**src/rtl/xmint_prefetch_buffer.sv**
```systemverilog
// Instruction fetch front end: issues sequential OBI-style fetches and buffers the
// returned words in a DEPTH-entry FIFO for decode. Redirects flush and drop stale responses.
module xmint_prefetch_buffer #(
  parameter int DEPTH = 2
) (
  input  logic        clk_i,
  input  logic        rst_ni,
  input  logic [31:0] boot_addr_i,
  input  logic        req_i,
  input  logic        branch_i,
  input  logic [31:0] branch_addr_i,
  output logic        instr_req_o,
  input  logic        instr_gnt_i,
  output logic [31:0] instr_addr_o,
  input  logic        instr_rvalid_i,
  input  logic [31:0] instr_rdata_i,
  input  logic        instr_err_i,
  output logic        valid_o,
  input  logic        ready_i,
  output logic [31:0] rdata_o,
  output logic [31:0] addr_o,
  output logic        err_o,
  output logic        busy_o
);
  localparam int PW = (DEPTH > 1) ? $clog2(DEPTH) : 1;

  typedef enum logic [0:0] {IDLE = 1'b0, WAIT_GNT = 1'b1} state_e;

  state_e        state_q, state_d;
  logic [31:0]   fetch_pc_q, fetch_pc_d;
  logic [31:0]   resp_pc_q, resp_pc_d;
  logic [31:0]   req_addr_q, req_addr_d;
  logic [3:0]    outst_q, outst_d;
  logic [3:0]    discard_q, discard_d;
  logic [3:0]    count_q, count_d;
  logic [PW-1:0] wr_ptr_q, wr_ptr_d;
  logic [PW-1:0] rd_ptr_q, rd_ptr_d;
  logic          stale_q, stale_d;
  logic [31:0]   data_q [DEPTH];
  logic [31:0]   pc_q   [DEPTH];
  logic [DEPTH-1:0] err_q;

  logic        gnt_fire, rsp_fire, push, pop;
  logic        issue_ok, issue_next, stale_gnt;
  logic [4:0]  credit_now, credit_next;
  logic [31:0] branch_tgt;
  logic        unused_addr_bits;

  assign unused_addr_bits = ^{boot_addr_i[1:0], branch_addr_i[1:0]};
  assign branch_tgt       = {branch_addr_i[31:2], 2'b00};

  function automatic logic [PW-1:0] ptr_inc(input logic [PW-1:0] p);
    if (p == PW'(DEPTH - 1)) return {PW{1'b0}};
    else return p + PW'(1);
  endfunction

  always_comb begin
    credit_now  = {1'b0, outst_q} + {1'b0, count_q};
    issue_ok    = req_i & ~branch_i & (credit_now < 5'(DEPTH)) & (discard_q == 4'd0);
    instr_req_o = 1'b0;
    instr_addr_o = fetch_pc_q;
    case (state_q)
      IDLE: begin
        instr_req_o  = issue_ok;
        instr_addr_o = fetch_pc_q;
      end
      WAIT_GNT: begin
        instr_req_o  = 1'b1;
        instr_addr_o = req_addr_q;
      end
      default: begin
        instr_req_o  = 1'b0;
        instr_addr_o = fetch_pc_q;
      end
    endcase

    gnt_fire  = instr_req_o & instr_gnt_i;
    rsp_fire  = instr_rvalid_i & (outst_q != 4'd0);
    valid_o   = (count_q != 4'd0) & ~branch_i;
    pop       = valid_o & ready_i;
    push      = rsp_fire & ~branch_i & (discard_q == 4'd0);
    stale_gnt = gnt_fire & (state_q == WAIT_GNT) & stale_q;
    outst_d   = outst_q + {3'd0, gnt_fire} - {3'd0, rsp_fire};

    // A request still waiting for its grant at a redirect is counted as one extra drop
    if (branch_i) begin
      discard_d = outst_d + {3'd0, (state_q == WAIT_GNT) & ~instr_gnt_i};
    end else if (rsp_fire && (discard_q != 4'd0)) begin
      discard_d = discard_q - 4'd1;
    end else begin
      discard_d = discard_q;
    end

    if (branch_i) begin
      fetch_pc_d = branch_tgt;
      resp_pc_d  = branch_tgt;
      count_d    = 4'd0;
      wr_ptr_d   = {PW{1'b0}};
      rd_ptr_d   = {PW{1'b0}};
    end else begin
      fetch_pc_d = (gnt_fire && !stale_gnt) ? fetch_pc_q + 32'd4 : fetch_pc_q;
      resp_pc_d  = push ? resp_pc_q + 32'd4 : resp_pc_q;
      count_d    = count_q + {3'd0, push} - {3'd0, pop};
      wr_ptr_d   = push ? ptr_inc(wr_ptr_q) : wr_ptr_q;
      rd_ptr_d   = pop ? ptr_inc(rd_ptr_q) : rd_ptr_q;
    end

    credit_next = {1'b0, outst_d} + {1'b0, count_d};
    issue_next  = req_i & ~branch_i & (credit_next < 5'(DEPTH)) & (discard_d == 4'd0);
    state_d     = state_q;
    req_addr_d  = req_addr_q;
    stale_d     = stale_q;
    if (gnt_fire) begin
      if (issue_next) begin
        state_d    = WAIT_GNT;
        req_addr_d = fetch_pc_d;
        stale_d    = 1'b0;
      end else begin
        state_d = IDLE;
        stale_d = 1'b0;
      end
    end else if (state_q == WAIT_GNT) begin
      state_d = WAIT_GNT;
      stale_d = stale_q | branch_i;
    end else if (issue_ok) begin
      state_d    = WAIT_GNT;
      req_addr_d = fetch_pc_q;
      stale_d    = 1'b0;
    end else begin
      state_d = IDLE;
    end
  end

  // Control and pointer state
  always_ff @(posedge clk_i) begin
    if (!rst_ni) begin
      state_q    <= IDLE;
      fetch_pc_q <= {boot_addr_i[31:2], 2'b00};
      resp_pc_q  <= {boot_addr_i[31:2], 2'b00};
      req_addr_q <= 32'd0;
      outst_q    <= 4'd0;
      discard_q  <= 4'd0;
      count_q    <= 4'd0;
      wr_ptr_q   <= {PW{1'b0}};
      rd_ptr_q   <= {PW{1'b0}};
      stale_q    <= 1'b0;
    end else begin
      state_q    <= state_d;
      fetch_pc_q <= fetch_pc_d;
      resp_pc_q  <= resp_pc_d;
      req_addr_q <= req_addr_d;
      outst_q    <= outst_d;
      discard_q  <= discard_d;
      count_q    <= count_d;
      wr_ptr_q   <= wr_ptr_d;
      rd_ptr_q   <= rd_ptr_d;
      stale_q    <= stale_d;
    end
  end

  // FIFO payload; entries are only meaningful where count_q covers them
  always_ff @(posedge clk_i) begin
    if (push) begin
      data_q[wr_ptr_q] <= instr_rdata_i;
      pc_q[wr_ptr_q]   <= resp_pc_q;
      err_q[wr_ptr_q]  <= instr_err_i;
    end
  end

  assign rdata_o = data_q[rd_ptr_q];
  assign addr_o  = pc_q[rd_ptr_q];
  assign err_o   = err_q[rd_ptr_q];
  assign busy_o  = (outst_q != 4'd0) | instr_req_o;
endmodule

```
**config.mk**
```make
export PLATFORM = sky130hd
export DESIGN_NAME = xmint_prefetch_buffer
export DESIGN_NICKNAME = d
export VERILOG_FILES = /design/src/rtl/xmint_prefetch_buffer.sv
export SDC_FILE = /design/constraint.sdc
export NUM_CORES = 1
export LEC_CHECK = 0
export ABC_AREA = 1
export CORE_AREA = 5 5 156 158
export CTS_BUF_LIST = sky130_fd_sc_hd__clkbuf_8
export CTS_CLUSTER_SIZE = 12
export DETAILED_ROUTE_END_ITERATION = 8
export DIE_AREA = 0 0 161 163
export GPL_TIMING_DRIVEN = 0
export PLACE_DENSITY = 0.82
export SLEW_MARGIN = 20
export SYNTH_ARGS = -nofsm -noshare
export SYNTH_HDL_FRONTEND = slang
export SYNTH_SLANG_ARGS = --single-unit
```
**constraint.sdc**
```tcl
create_clock -name clk_i -period 6.92 [get_ports clk_i]
set_clock_uncertainty 0.2 [all_clocks]
set_input_delay 1.73 -clock clk_i [delete_from_list [all_inputs] [get_ports clk_i]]
set_output_delay 1.73 -clock clk_i [all_outputs]
set_load 0.01 [all_outputs]
```
==> flow_metrics.env, run 1 <==
export IMPL_tns_ns=0
export IMPL_syn_inst=1452
export IMPL_end_kind="flop"
export IMPL_p_per_area_nw_per_um2=262
export IMPL_final_cell_mix="nand2_1, clkdlybuf4s50_1, edfxtp_1, inv_1, nor2_1"
export IMPL_cts_max_path_buffers=3
export IMPL_drt_vias_per_instance=5.59
export IMPL_total_power_mw=4.10
export IMPL_drc_errors=0
export IMPL_final_common_cell="nand2_1"
export IMPL_crit_required_ns=7.16
export IMPL_avgSynthCellArea_um2=8.57
export IMPL_die_h_um=163
export IMPL_async_flop_share=0
export IMPL_ir_drop_v=0.000143
export IMPL_ios=204
export IMPL_finalHoldViolations=0
export IMPL_grt_pass1_wl_um=61500
export IMPL_n_antenna_cell=0
export IMPL_final_antenna_net_count=0
export IMPL_status="completed"
export IMPL_htree_levels=2
export IMPL_period_share=0.921
export IMPL_grt_pass1_vias=11100
export IMPL_place_congestion=1.02
export IMPL_cts_tree="yes"
export IMPL_max_freq_mhz=157
export IMPL_vias=11300
export IMPL_start_util=0.542
export IMPL_critPathTopFamily="simple AND/OR/NAND/NOR gates"
export IMPL_setup_viol=0
export IMPL_drive_above_1_share=0.0980
export IMPL_core_um2=23000
export IMPL_area_growth_syn_to_layout_pct=25.8
export IMPL_critPathArrivalTime_ns=6.62
export IMPL_fin_nets=1823
export IMPL_insertion_delay_ns=0.56
export IMPL_rows=56
export IMPL_min_path_type="reg -> reg"
export IMPL_tightest_slew_ns=0.785
export IMPL_antenna_found_initial=0
export IMPL_drt_iter0_drc=1034
export IMPL_placedCellCount=1943
export IMPL_cp_slowest_cell="fa_1"
export IMPL_io_buffers=196
export IMPL_criticalPathCategory="in -> reg"
export IMPL_postCtsSetupBuffers=0
export IMPL_clk_pin_slew_ns=0.05
export IMPL_grt_usage=0.299
export IMPL_wl_um=39500
export IMPL_routedWlPerCell_um=19.6
export IMPL_fin_crit_ns=6.38
export IMPL_rsz0062_at_grt="false"
export IMPL_ys_ff_latch=237
export IMPL_firstDrtPassIters=6
export IMPL_worst_path_buf_inv=7
export IMPL_ys_types=44
export IMPL_slew_headroom=0.476
export IMPL_slowest_delay_ns=0.52
export IMPL_synth_area_um2=12500
export IMPL_yosys_most_used_dff="edfxtp_1"
export IMPL_numCtsBuffers=39
export IMPL_die_w_um=161
export IMPL_fin_cells=2014
export IMPL_slew_violations=0
export IMPL_hpwl_um=30200
export IMPL_path_cells="clkdlybuf4s50_1 > clkbuf_1 > nor3_2 > inv_1 > ha_1 > inv_1 > ha_1 > fa_1 > inv_1 > nor2_1 > inv_1 > fa_1 > nand2_1 > nor2_1 > nand3_1 > a21oi_1 > nand3_2 > nor2_2 > nand4_2 > nand2_4 > buf_4 > nand3_1 > nor2_1 > nor2_1"
export IMPL_grt_ovfl_total=0
export IMPL_synth_edf_count=156
export IMPL_ys_seq_area_frac=0.506
export IMPL_grt_max_degree=31
export IMPL_cts_root_buf="clkbuf_8"
export IMPL_ys_warn_count=0
export IMPL_drv_cap=0
export IMPL_crit_path_start_kind="input pin"
export IMPL_clock_sinks=237
export IMPL_crit_fanout=10
export IMPL_leakage_nw=6.23
export IMPL_die_area_um2=26200
[layout make-up]
type / instances / area [µm²]
fill: 1864 / 7310
sequential: 237 / 6310
multi-input combinational: 1014 / 5360
timing repair buffer: 200 / 2060
clock buffer: 43 / 592
inverter: 139 / 523
tap: 290 / 363
buffer: 63 / 290
clock inverter: 28 / 179
[registers in the layout, summed over array words and instances (netlist names), 2 cells and up, named ones only]
register	cells
resp_pc_q	30
pc_q	60
err_q	2
discard_q	4
count_q	4
req_addr_q	32
fetch_pc_q	32
data_q	64
outst_q	4
[what timing repair did]
action,in CTS,in global routing
gates resized for setup,0,1
endpoints found under the setup margin,0,4
hold buffers,0,0
[worst paths after layout]
path / startpoint / endpoint / slack [ns] / cells after the start
worst max-delay path: branch_i / req_addr_q[20] / 0.54 / 24
worst min register to register: fetch_pc_q[1] / fetch_pc_q[1] / 0.25 / 2
worst max register to register: outst_q[1] / req_addr_q[20] / 1.20 / 28
worst min-delay path: fetch_pc_q[1] / fetch_pc_q[1] / 0.25 / 2
[logic make-up after synthesis]
family,Yosys count,synth area share
and+or+nand+nor,709,0.240
DFF,237,0.506
buffers and inverters,202,0.0653
AOI/OAI and AO/OA,184,0.0822
muxes,62,0.0561
xor gates and xnor gates,32,0.0225
adders and majority gates,25,0.0275
other,1,0.000301
[layer usage]
layer  global-route usage  share of wire
met1                0.399           0.40
met2                0.478           0.46
met3               0.0633          0.093
met4                0.124          0.043
met5                    0              0
[synth_stat cells (13+ instances only)]
| master | number | area share |
|---|---|---|
| a21oi_1 | 51 | 0.021 |
| clkbuf_1 | 41 | 0.012 |
| dfxtp_1 | 81 | 0.13 |
| edfxtp_1 | 156 | 0.38 |
| ha_1 | 21 | 0.021 |
| inv_1 | 132 | 0.040 |
| mux2_2 | 62 | 0.056 |
| nand2_1 | 445 | 0.13 |
| nand3_1 | 75 | 0.030 |
| nand4_1 | 28 | 0.014 |
| nor2_1 | 115 | 0.035 |
| nor3_1 | 18 | 0.0072 |
| o211ai_1 | 13 | 0.0078 |
| o21ai_0 | 70 | 0.028 |
| o21ai_1 | 25 | 0.010 |
| xor2_1 | 27 | 0.019 |
[where the power goes]
part	total [mW]	internal [mW]	switching, mW	leakage (nW)
combinational	1.09	0.450	0.636	3.69
clock	1.23	0.651	0.579	0.420
sequential	1.78	1.67	0.112	2.12
total	4.10	2.77	1.33	6.23
[metrics by stage]
stage	instance area (µm²)	utilization	hold slack (ns)	worst slack, ns
after detailed placement	14900	0.648	0.253	-0.111
after floorplan	12500	-	0.232	1.30
after global placement	14800	0.643	0.244	-0.924
final	15700	0.682	0.253	0.544
after global routing	15700	0.682	0.286	0.123
after CTS	15700	0.681	0.261	0.458
[tightest hold or removal path: cells and delay by family (launching register included)]
kind / cells / cell delay [ns]
buffers and inverters: 1 / 0.07
AND/OR/NAND/NOR: 1 / 0.05
flip-flops: 1 / 0.29
Note: power is estimated with default switching activity, not from simulation.
==> run 2: changes to the inputs <==
Settings changed: CAP_MARGIN from default to 20, CORE_AREA 5 5 156 158 to 5 5 185 133, DIE_AREA 0 0 161 163 to 0 0 190 138.
==> run 2 against run 1 <==
Sequential share of layout area is 0.067 points higher. Global-route usage is 0.85 points higher. Setup slack worse by 0.035 ns. Hold slack better by 0.0081 ns. Clock power is 3% lower. Combinational power hardly changed. Design area is 0.17% lower. Via count is 1.8% higher. Critical endpoint is now req_addr_q[25]. Largest power group unchanged.
==> flow_metrics.env, run 2 (same netlist as run 1, synthesis figures left out) <==
export IMPL_path_cells="clkdlybuf4s50_1 > clkbuf_1 > nor3_1 > inv_1 > ha_1 > inv_1 > ha_1 > fa_1 > inv_1 > nor2_1 > inv_1 > fa_1 > nand2_1 > nor2_1 > nand3_1 > a21oi_1 > nand3_2 > nor2_2 > nand4_2 > nand2_4 > buf_4 > nand3_1 > a21oi_1 > nor2_1"
export IMPL_wl_um=41600
export IMPL_slew_headroom=0.433
export IMPL_criticalPathCategory="in -> reg"
export IMPL_reg2reg_to="req_addr_q[25]"
export IMPL_clk_pin_slew_ns=0.06
export IMPL_cts_repair_resized=0
export IMPL_cts_root_buf="clkbuf_8"
export IMPL_worst_path_stages=24
export IMPL_drc_errors=0
export IMPL_largest_register_ffs=64
export IMPL_hpwl_um=31900
export IMPL_finalHoldViolations=0
export IMPL_grt_usage=0.307
export IMPL_drt_iter0_drc=1316
export IMPL_core_um2=22500
export IMPL_setup_viol=0
export IMPL_rows=46
export IMPL_slew_violations=0
export IMPL_final_cell_mix="nand2_1, clkdlybuf4s50_1, edfxtp_1, inv_1, nor2_1"
export IMPL_drt_vias_per_instance=5.64
export IMPL_reg_top3="data_q: 64 flops, pc_q: 60 flops"
export IMPL_fin_nets=1822
export IMPL_leakage_nw=6.23
export IMPL_crit_path_start_kind="input pin"
export IMPL_final_antenna_net_count=0
export IMPL_critPathArrivalTime_ns=6.64
export IMPL_drive_above_1_share=0.0953
export IMPL_placedCellCount=1965
export IMPL_die_h_um=138
export IMPL_rsz0062_at_grt="false"
export IMPL_insertion_delay_ns=0.56
export IMPL_grt_max_degree=31
export IMPL_grt_ovfl_total=0
export IMPL_min_path_type="reg -> reg"
export IMPL_firstDrtPassIters=6
export IMPL_cp_slowest_cell="nor3_1"
export IMPL_crit_start="branch_i"
export IMPL_postCtsSetupBuffers=0
export IMPL_status="completed"
export IMPL_critPathTopFamily="simple AND/OR/NAND/NOR gates"
export IMPL_p_per_area_nw_per_um2=260
export IMPL_fin_cells=2033
export IMPL_r2r_cells=28
export IMPL_cts_hold_buffers=0
export IMPL_end_kind="flop"
export IMPL_fin_crit_ns=6.41
export IMPL_final_common_cell="nand2_1"
export IMPL_crit_required_ns=7.15
export IMPL_final_util=0.695
export IMPL_slowest_delay_ns=0.50
export IMPL_worst_path_buf_inv=7
export IMPL_tightest_slew_ns=0.851
export IMPL_grt_pass1_vias=11000
export IMPL_place_congestion=1.01
export IMPL_hold_path_depth=2
export IMPL_start_util=0.553
export IMPL_cpMostUsedCell="inv_1"
export IMPL_cts_max_path_buffers=3
export IMPL_crit_fanout=10
export IMPL_io_buffers=196
export IMPL_numCtsBuffers=38
export IMPL_clock_sinks=237
export IMPL_routedWlPerCell_um=20.4
export IMPL_ir_drop_v=0.000201
export IMPL_fillers=1854
export IMPL_area_growth_syn_to_layout_pct=25.6
export IMPL_die_area_um2=26200
export IMPL_top_register="data_q"
export IMPL_vias=11500
export IMPL_reg2reg_from="outst_q[1]"
export IMPL_die_w_um=190
export IMPL_drv_cap=0
export IMPL_n_antenna_cell=0
export IMPL_cts_tree="yes"
export IMPL_max_freq_mhz=156
export IMPL_endpoint="req_addr_q[25]"
export IMPL_htree_levels=2
export IMPL_antenna_found_initial=0
export IMPL_grt_pass1_wl_um=63300
export IMPL_period_share=0.926
export IMPL_ios=204
export IMPL_r2r_slack_ns=1.15
-- run 2: through the flow --
step                      power (mW)  hold WS [ns]  setup slack, ns  TNS [ns]  instance area (µm²)
after floorplan                 2.42         0.232             1.30         0                12500
after global placement          2.86         0.250            -1.09   -134.23                14800
after detailed placement        2.88         0.251          -0.0433    -0.293                14900
after CTS                       4.06         0.260            0.509         0                15600
after global routing            4.27         0.284            0.201         0                15600
final                           4.06         0.261            0.509         0                15600
-- run 2: worst min-delay path by stage --
stage / slack (ns) / startpoint / end
after floorplan: 0.23 / fetch_pc_q[0] / fetch_pc_q[0]
after global placement: 0.25 / fetch_pc_q[0] / fetch_pc_q[0]
after detailed placement: 0.25 / fetch_pc_q[0] / fetch_pc_q[0]
after CTS: 0.26 / fetch_pc_q[0] / fetch_pc_q[0]
after global routing: 0.28 / fetch_pc_q[0] / fetch_pc_q[0]
final: 0.26 / fetch_pc_q[0] / fetch_pc_q[0]
-- run 2: layout make-up --
| type | instances | area (µm²) | area share |
|---|---|---|---|
| clock inverters | 26 | 151 | 0.00968 |
| well taps | 312 | 390 | 0.0250 |
| inverters | 139 | 523 | 0.0334 |
| multi-input cells | 1014 | 5350 | 0.342 |
| plain buffers | 63 | 290 | 0.0186 |
| repair buffers | 200 | 2050 | 0.131 |
| clock buffers | 42 | 578 | 0.0370 |
| flip-flops and latches | 237 | 6310 | 0.403 |
-- run 2: worst min-delay path: cells and delay by family (launching register included) --
family	cells	cell delay (ns)
AND/OR/NAND/NOR	1	0.05
buffers and inverters	1	0.07
flip-flops	1	0.30
-- run 2: per-layer routing --
layer | GRT usage | vias to the layer above | part of all wire
met3 | 0.0830 | 77 | 0.11
met1 | 0.442 | 5381 | 0.42
met5 | 0 | - | 0
li1 | - | 5350 | -
met4 | 0.0715 | 0 | 0.022
met2 | 0.468 | 661 | 0.44
-- run 2: power by group --
| part | switching, mW | internal (mW) |
|---|---|---|
| Clock | 0.588 | 0.601 |
| Sequential | 0.117 | 1.67 |
| Combinational | 0.635 | 0.449 |
==> run 3: changes to the inputs <==
Clock period 6.92 ns to 6.6 ns, I/O delays scaled along.
==> run 3 against run 2 <==
Critical path depth grew 1. Clock-buffer cell count stayed put. Clock power up 4%. Die area unchanged. Sequential cell count is the same. Global-route usage did not move. Hold slack got worse by 0.00082 ns.
==> flow_metrics.env, run 3 (same netlist as run 1, synthesis figures left out) <==
export IMPL_top_register="data_q"
export IMPL_end_kind="flop"
export IMPL_crit_required_ns=6.84
export IMPL_vias=11500
export IMPL_top_usage_layer="met2"
export IMPL_critPathArrivalTime_ns=6.42
export IMPL_criticalPathCategory="in -> reg"
export IMPL_grt_use_met2=0.468
export IMPL_reg2reg_from="outst_q[1]"
export IMPL_crit_path_start_kind="input pin"
export IMPL_largest_register_ffs=64
export IMPL_final_cell_mix="nand2_1, clkdlybuf4s50_1, edfxtp_1, inv_1, nor2_1"
export IMPL_htree_levels=2
export IMPL_cts_hold_buffers=0
export IMPL_leakage_nw=6.23
export IMPL_setup_viol=0
export IMPL_grt_pass1_wl_um=63300
export IMPL_reg_top3="data_q: 64 flops, pc_q: 60 flops"
export IMPL_core_um2=22500
export IMPL_insertion_delay_ns=0.56
export IMPL_reg2reg_to="req_addr_q[25]"
export IMPL_die_w_um=190
export IMPL_cts_root_buf="clkbuf_8"
export IMPL_slew_headroom=0.426
export IMPL_final_common_cell="nand2_1"
export IMPL_max_freq_mhz=162
export IMPL_die_h_um=138
export IMPL_postCtsSetupBuffers=0
export IMPL_place_congestion=1.01
export IMPL_period_share=0.937
export IMPL_slew_violations=0
export IMPL_final_antenna_net_count=0
export IMPL_cts_tree="yes"
export IMPL_ios=204
export IMPL_rsz0062_at_grt="false"
export IMPL_seqCellArea_um2=6310
export IMPL_cts_max_path_buffers=3
export IMPL_grt_usage=0.307
export IMPL_grt_pass1_vias=11000
export IMPL_rows=46
export IMPL_area_growth_syn_to_layout_pct=25.7
export IMPL_grt_ovfl_total=0
export IMPL_multiInputGateArea_um2=5360
export IMPL_routedWlPerCell_um=20.4
export IMPL_r2r_cells=28
export IMPL_drt_vias_per_instance=5.66
export IMPL_p_per_area_nw_per_um2=272
export IMPL_clock_sinks=237
export IMPL_grt_max_degree=31
export IMPL_endpoint="req_addr_q[25]"
export IMPL_drv_cap=0
export IMPL_min_path_type="reg -> reg"
export IMPL_r2r_slack_ns=0.94
export IMPL_final_util=0.695
export IMPL_numCtsBuffers=38
export IMPL_fin_crit_ns=6.18
export IMPL_io_buffers=196
export IMPL_crit_start="branch_i"
export IMPL_start_util=0.553
export IMPL_wl_um=41500
export IMPL_tightest_slew_ns=0.861
export IMPL_drive_above_1_share=0.0965
export IMPL_drc_errors=0
export IMPL_finalHoldViolations=0
export IMPL_total_power_mw=4.26
export IMPL_fin_nets=1822
export IMPL_hpwl_um=31900
export IMPL_drt_iter0_drc=1239
export IMPL_crit_fanout=10
export IMPL_firstDrtPassIters=6
export IMPL_grt_use_met3=0.0830
export IMPL_use_met1=0.442
export IMPL_fillers=1855
export IMPL_n_antenna_cell=0
export IMPL_antenna_found_initial=0
export IMPL_ir_drop_v=0.000211
export IMPL_clk_pin_slew_ns=0.06
export IMPL_status="completed"
export IMPL_die_area_um2=26200
export IMPL_tns_ns=0
[run 3: cell counts in the layout (fill, tap and decap cells not counted)]
No cell type changed its count.
[run 3: how the worst min path moves through the flow]
stage	startpoint	end	slack (ns)	cells after the start
after CTS	fetch_pc_q[0]	fetch_pc_q[0]	0.26	2
after global placement	fetch_pc_q[0]	fetch_pc_q[0]	0.25	2
after global routing	fetch_pc_q[0]	fetch_pc_q[0]	0.28	2
final	fetch_pc_q[0]	fetch_pc_q[0]	0.26	2
after floorplan	fetch_pc_q[0]	fetch_pc_q[0]	0.23	2
after detailed placement	fetch_pc_q[0]	fetch_pc_q[0]	0.25	2
[run 3: report_power, final]
group          switching (mW)  internal (mW)
Combinational           0.667          0.471
Clock                   0.612          0.630
Sequential              0.122           1.75
Total                    1.40           2.85
[run 3: layout make-up]
class	count	share of cell area
tap	312	0.0249
clock buffer	42	0.0369
inverter	139	0.0334
sequential	237	0.403
clock inverter	26	0.00968
timing repair buffer	200	0.131
multi-input combinational	1014	0.342
buffer	63	0.0186
[run 3: metrics by stage]
| stage | instances | hold slack, ns | cell area [µm²] | worst slack [ns] |
|---|---|---|---|---|
| detailed placement | 1965 | 0.251 | 14900 | -0.283 |
| CTS | 2033 | 0.260 | 15600 | 0.269 |
| floorplan | 1453 | 0.232 | 12500 | 1.06 |
| finish | 2033 | 0.260 | 15600 | 0.415 |
| global placement | 1961 | 0.250 | 14800 | -1.33 |
| global route | 2033 | 0.284 | 15600 | 0.0720 |
[run 3: critical path, stage by stage]
cell	delay [ns]
clkdlybuf4s50_1	0.53
clkbuf_1	0.61
a21oi_1	0.14
nand2_1	0.18
inv_1	0.06
ha_1	0.26
inv_1	0.04
ha_1	0.20
fa_1	0.49
inv_1	0.05
nor2_1	0.15
inv_1	0.09
fa_1	0.50
nand2_1	0.05
nor2_1	0.10
nand3_1	0.07
a21oi_1	0.23
nand3_2	0.12
nor2_2	0.10
nand4_2	0.12
nand2_4	0.16
buf_4	0.20
nand3_1	0.10
a21oi_1	0.17
nor2_1	0.05
[run 3: what timing repair did]
| action | in CTS | in global routing |
|---|---|---|
| endpoints found under the hold margin | 0 | 0 |
| resized for setup | 0 | 3 |
| setup endpoints to repair | 0 | 3 |
[run 3: metal layers]
| layer | wire [µm] | vias to the layer above |
|---|---|---|
| met5 | 0 | - |
| met4 | 925 | 0 |
| met3 | 4840 | 81 |
| met2 | 18200 | 675 |
| met1 | 17600 | 5405 |
| li1 | - | 5348 |
